===== config.mk =====
export PLATFORM = sky130hd
export DESIGN_NAME = laser_cover_counter
export DESIGN_NICKNAME = d
export VERILOG_FILES = /design/src/rtl/laser_cover_counter.sv
export SDC_FILE = /design/constraint.sdc
export NUM_CORES = 1
export LEC_CHECK = 0
export CORE_UTILIZATION = 35
export DETAILED_ROUTE_END_ITERATION = 8
export PLACE_DENSITY_LB_ADDON = 0.05
export SLEW_MARGIN = 20
export SYNTH_ARGS = -nofsm -noshare
export SYNTH_HDL_FRONTEND = slang
export SYNTH_SLANG_ARGS = --single-unit

===== constraint.sdc =====
create_clock -name CLK -period 21.3 [get_ports CLK]
set_input_delay 4.26 -clock CLK [delete_from_list [all_inputs] [get_ports CLK]]
set_output_delay 4.26 -clock CLK [all_outputs]
set_load 0.02 [all_outputs]

===== src/rtl/laser_cover_counter.sv =====
// ---------------------------------------------------------------------------
// laser_cover_counter
//   Downstream scorer for the two-shot laser solver. It snoops the same
//   NUM_TARGETS-beat X/Y load stream the solver sees and stores it locally.
//   On the rising edge of the solver's DONE it latches the two chosen centres
//   and rescans the stored targets, LANES targets per cycle. It then reports
//   how many targets fall inside C1, inside C2, and inside either circle.
//
// Ports
//   CLK              in   clock, rising edge
//   RST              in   asynchronous active-high reset
//   IN_VALID         in   X/Y carry a target this cycle
//   X, Y       [3:0] in   target coordinate
//   DONE_IN          in   solver DONE level (only its rising edge is used)
//   C1X, C1Y   [3:0] in   solver centre 1
//   C2X, C2Y   [3:0] in   solver centre 2
//   COUNT      [5:0] out  targets inside C1 or C2
//   C1_CNT     [5:0] out  targets inside C1
//   C2_CNT     [5:0] out  targets inside C2
//   BUSY             out  high while the rescan is running
//   VALID            out  one-cycle pulse when the counts have just updated
// ---------------------------------------------------------------------------
module laser_cover_counter #(
  parameter int NUM_TARGETS = 40,
  parameter int LANES       = 4,
  parameter int RADIUS_SQ   = 16
) (
  input  logic       CLK,
  input  logic       RST,
  input  logic       IN_VALID,
  input  logic [3:0] X,
  input  logic [3:0] Y,
  input  logic       DONE_IN,
  input  logic [3:0] C1X,
  input  logic [3:0] C1Y,
  input  logic [3:0] C2X,
  input  logic [3:0] C2Y,
  output logic [5:0] COUNT,
  output logic [5:0] C1_CNT,
  output logic [5:0] C2_CNT,
  output logic       BUSY,
  output logic       VALID
);

  localparam int PTR_W = 6;
  localparam logic [PTR_W-1:0] LAST_WR  = PTR_W'(NUM_TARGETS - 1);
  localparam logic [PTR_W-1:0] LAST_GRP = PTR_W'(NUM_TARGETS - LANES);
  localparam logic [PTR_W-1:0] STEP     = PTR_W'(LANES);

  typedef enum logic [1:0] {
    S_LOAD,
    S_WAIT,
    S_SCAN,
    S_REPORT
  } state_t;

  state_t           r_state;
  logic [PTR_W-1:0] r_wr_ptr;
  logic [PTR_W-1:0] r_rd_ptr;
  logic             r_done_d;
  logic [5:0]       r_acc_u;
  logic [5:0]       r_acc_1;
  logic [5:0]       r_acc_2;

  // Target store: {X,Y} per entry. Contents are data only, never reset.
  logic [7:0]       r_mem [NUM_TARGETS];

  // Centres captured on the DONE edge so the scan ignores later input changes.
  logic [3:0]       r_c1x, r_c1y, r_c2x, r_c2y;

  logic             w_rise;
  logic [7:0]       w_tgt [LANES];
  logic [LANES-1:0] w_in1;
  logic [LANES-1:0] w_in2;
  logic [5:0]       w_n1;
  logic [5:0]       w_n2;
  logic [5:0]       w_nu;

  // Inclusive circle test. Differences are taken as magnitudes so nothing
  // wraps; the squared sum peaks at 450 and fits 9 bits.
  function automatic logic in_circle(input logic [3:0] x, input logic [3:0] y,
                                     input logic [3:0] cx, input logic [3:0] cy);
    logic [3:0] dx, dy;
    logic [7:0] sx, sy;
    logic [8:0] sum;
    dx  = (x >= cx) ? (x - cx) : (cx - x);
    dy  = (y >= cy) ? (y - cy) : (cy - y);
    sx  = {4'd0, dx} * {4'd0, dx};
    sy  = {4'd0, dy} * {4'd0, dy};
    sum = {1'b0, sx} + {1'b0, sy};
    return (sum <= 9'(RADIUS_SQ));
  endfunction

  assign w_rise = DONE_IN & ~r_done_d;

  // Evaluate the current group of LANES targets against both latched centres.
  always_comb begin
    w_in1 = '0;
    w_in2 = '0;
    w_n1  = '0;
    w_n2  = '0;
    w_nu  = '0;
    for (int l = 0; l < LANES; l++) begin
      w_tgt[l] = r_mem[r_rd_ptr + PTR_W'(l)];
      w_in1[l] = in_circle(w_tgt[l][7:4], w_tgt[l][3:0], r_c1x, r_c1y);
      w_in2[l] = in_circle(w_tgt[l][7:4], w_tgt[l][3:0], r_c2x, r_c2y);
      w_n1     = w_n1 + 6'(w_in1[l]);
      w_n2     = w_n2 + 6'(w_in2[l]);
      w_nu     = w_nu + 6'(w_in1[l] | w_in2[l]);
    end
  end

  always_ff @(posedge CLK) begin
    if (r_state == S_LOAD && IN_VALID) begin
      r_mem[r_wr_ptr] <= {X, Y};
    end
  end

  always_ff @(posedge CLK) begin
    if (r_state == S_WAIT && w_rise) begin
      r_c1x <= C1X;
      r_c1y <= C1Y;
      r_c2x <= C2X;
      r_c2y <= C2Y;
    end
  end

  always_ff @(posedge CLK or posedge RST) begin
    if (RST) begin
      r_state  <= S_LOAD;
      r_wr_ptr <= '0;
      r_rd_ptr <= '0;
      r_done_d <= 1'b0;
      r_acc_u  <= '0;
      r_acc_1  <= '0;
      r_acc_2  <= '0;
      COUNT    <= '0;
      C1_CNT   <= '0;
      C2_CNT   <= '0;
      BUSY     <= 1'b0;
      VALID    <= 1'b0;
    end else begin
      r_done_d <= DONE_IN;
      VALID    <= 1'b0;
      case (r_state)
        S_LOAD: begin
          if (IN_VALID) begin
            if (r_wr_ptr == LAST_WR) begin
              r_wr_ptr <= '0;
              r_state  <= S_WAIT;
            end else begin
              r_wr_ptr <= r_wr_ptr + 1'b1;
            end
          end
        end
        S_WAIT: begin
          if (w_rise) begin
            r_acc_u  <= '0;
            r_acc_1  <= '0;
            r_acc_2  <= '0;
            r_rd_ptr <= '0;
            BUSY     <= 1'b1;
            r_state  <= S_SCAN;
          end
        end
        S_SCAN: begin
          r_acc_u  <= r_acc_u + w_nu;
          r_acc_1  <= r_acc_1 + w_n1;
          r_acc_2  <= r_acc_2 + w_n2;
          r_rd_ptr <= r_rd_ptr + STEP;
          if (r_rd_ptr == LAST_GRP) begin
            // Outputs are loaded with the final totals on the way into
            // REPORT so they and VALID are visible during the REPORT cycle.
            r_rd_ptr <= '0;
            COUNT    <= r_acc_u + w_nu;
            C1_CNT   <= r_acc_1 + w_n1;
            C2_CNT   <= r_acc_2 + w_n2;
            VALID    <= 1'b1;
            BUSY     <= 1'b0;
            r_state  <= S_REPORT;
          end
        end
        S_REPORT: begin
          r_state <= S_LOAD;
        end
        default: begin
          r_state <= S_LOAD;
        end
      endcase
    end
  end

endmodule

==> results.md <==
* Total die area at 0.0739 mm2
* Post-DRT Antenna Nets at 0
* Post-DP HPWL at 47500 um
* Via density at 5.00
* Die Width at 272 um
* Worst min path class: register to register
* Buffers added on ports at 47
* Clock Skews at 0.0232 ns
* Initial drt markers at 936
* Largest net degree at the start of global routing at 52
* CP most frequent cell: fa_1
* Synth unique cells at 65
* Top FF cell, synth: edfxtp_1
* Cts repair resizes at 0
* Synthesis-to-layout area growth at 11.6%
* Setup-failing EPs final at 0
* Fin. Hold Viols at 0
* Setup crit start kind: register
* Clk slew on worst S/H paths at 0.06 ns
* Sequential-to-total area share from yosys stat at 44.6%
* CP Capture Type: register
* Vias in the first global route at 16000
* Fin. max-slew vios at 0
* Ys Warns at 0
* Place WS at 10.46 ns
* Max FO, Critical Path at 41
* Average size of a mapped cell at 12.5 um2
* R2r worst-path depth at 31
* DRT Pass-1 Iters at 5
* Core area at 0.0717 mm2
* ANT cells at 0
* Tot GR Track Use at 17.6%
* Setup TNS at 0 ns
* DRC violations left at 0
* Synth Instances at 2043
* Post-synth ARST share at 13.2%
* CP Class: register to register
* Leading cell types in the layout, fill and taps excluded: edfxtp_1, ha_1, inv_1
* Hold Path Depth at 2
* Worst path depth at 31
* Slew of the pin with the lowest slew margin at 1.08 ns
* Mapped Area at 0.0255 mm2
* Clock Path Buffers at 3
* Layout cell share with drive strength beyond 1 at 9.22%
* WL/cell at 20.7 um
* First-pass GRT wire length at 98200 um
* WP data arrival at 11.02 ns
* Post-CTS setup buffer count at 0
* Slew Limit Headroom at 27.6%
* Root cell of the clock tree: clkbuf_16
* Max incr delay on CP at 0.76 ns
* Io pins at 48
* Via count at 15500
* Total clock buffers created by CTS at 45
* CTS H-tree depth at 2
* Die Ht at 272 um
* Register bit total from synthesis at 387
* Period utilization at 49.6%
* Max Fclk at 94.6 MHz
* Worst path required time at 21.74 ns
* Nets at 2533
* Starting Density at 35.5%
* Skew-Pair Late Insertion Delay at 0.58 ns
* GP Congestion at 0.812
* Worst path slowest cell: dfrtp_4
* Initial antenna violation count at 1
* Most common cell after layout, fill and taps aside: edfxtp_1
* Hold_buf cts at 0
* Top Family by Delay on Critical Path: adder cells
* Max Cap Viol at 0
* Final WS setup at 10.73 ns
* Routed WL at 64200 um
* TritonCTS Sinks at 387
* EDFF count, synth at 336
* RSZ-0062 raised after global routing: no
* Site Rows at 98
* Min cycle time layout at 10.57 ns
* Grt ovf at 0
* Buf+Inv Stages, Crit Path at 6
* Synthesized net count at 2463
* Outcome: finished clean
* CTS tree: done
## synth_stat cells, types with 4 or more instances
cell       instances  share of area (%)
a211o_1            4               0.14
a211oi_1           8               0.24
a21o_1            37                1.1
a21oi_1          102                2.0
a2bb2oi_1          7               0.24
a31oi_1            9               0.22
and2_1             5               0.12
buf_2              6               0.12
buf_6              8               0.35
clkbuf_1          24               0.35
dfrtp_1           51                5.0
edfxtp_1         336                 40
fa_1             129                 10
ha_1             263                 13
inv_1            262                3.9
mux2_2            33                1.5
mux2i_1           71                2.8
mux4_1            17                1.8
mux4_2            47                4.2
nand2_1          132                1.9
nand2b_1          13               0.32
nand3_1           21               0.41
nand3b_1           9               0.27
nand4_1            7               0.17
nor2_1           105                1.5
nor2b_1           47                1.2
nor3_1             7               0.14
o211ai_1          13               0.38
o21a_1            29               0.85
o21ai_0           97                1.9
o21ai_1           14               0.27
o21ai_2            7               0.24
o21bai_1          22               0.65
o22ai_1            5               0.12
o31ai_1            7               0.21
or2_2             17               0.42
xnor2_1           11               0.38
xor2_1            21               0.72
## kinds of logic (layout without fill, tap and decap cells)
kind of cell             Yosys count  count (layout)  share of synthesized area [%]
AO/OA/AOI/OAI                    381             381                           9.29
flip-flops                       387             387                           44.6
buffers and inverters            306             410                           4.86
multiplexers                     168             168                           10.2
XOR/XNOR                          32              32                           1.10
adder cells (fa/ha/maj)          392             392                           23.0
AND/OR/NAND/NOR                  377             377                           6.94
## final cells by class
class                           instances  area [um2]
Fill cell                            6820       43300
Sequential cell                       387       11400
Tap cell                              950        1190
Clock inverter                         24         203
Timing Repair Buffer                   67         621
Inverter                              262         983
Clock buffer                           57        1190
Multi-Input combinational cell       1350       12900
## through the flow
stage | cell area (um2) | hold WS (ns) | utilization, % | std cells
finish | 28400 | 0.481 | 39.6 | 3097
global route | 28400 | 0.524 | 39.6 | 3097
CTS | 28400 | 0.484 | 39.6 | 3097
detailed placement | 27000 | 0.472 | 37.7 | 3016
global placement | 27000 | 0.464 | 37.7 | 3016
floorplan | 25500 | 0.450 | - | 2043
## final timing paths
| path | startpoint | endpoint | slack (ns) |
|---|---|---|---|
| max in group asynchronous | RST | r_rd_ptr[2] | 16.56 |
| min | C2_CNT[3] | C2_CNT[3] | 0.48 |
| min in group asynchronous | RST | r_state[1] | 4.18 |
| max | r_rd_ptr[2] | r_acc_u[4] | 10.73 |
| min reg2reg | C2_CNT[3] | C2_CNT[3] | 0.48 |
| max reg2reg | r_rd_ptr[2] | r_acc_u[4] | 10.73 |
## per-layer routing
metal / share of wire [%] / track usage (%) / vias to the layer above
met5: 0 / 0 / -
met4: 1.3 / 3.24 / 0
met3: 2.8 / 2.15 / 51
met2: 48 / 29.5 / 197
met1: 48 / 24.5 / 7782
li1: - / - / 7444
## sequential cells by signal, indices dropped and copies added, names as in the netlist, 2 cells and up
name and cells:
C2_CNT 6, r_rd_ptr 4, r_acc_u 6, r_acc_1 6, r_c1x 4, r_mem 320
r_state 2, r_c2x 4, r_acc_2 6, C1_CNT 6, r_wr_ptr 6, COUNT 6
r_c1y 4, r_c2y 4
## worst reg2reg max path: cells and delay by family (launching register included)
| kind | cells | cell delay [ns] |
|---|---|---|
| AO/OA/AOI/OAI | 8 | 1.69 |
| XOR/XNOR | 2 | 0.34 |
| adder cells (fa/ha/maj) | 10 | 4.26 |
| buffers and inverters | 6 | 1.88 |
| flip-flops | 1 | 0.76 |
| multiplexers | 3 | 1.05 |
| AND/OR/NAND/NOR | 2 | 0.45 |
Power is not shown: default switching activity piles up to over one toggle a cycle in this logic, so the estimate is an artifact.
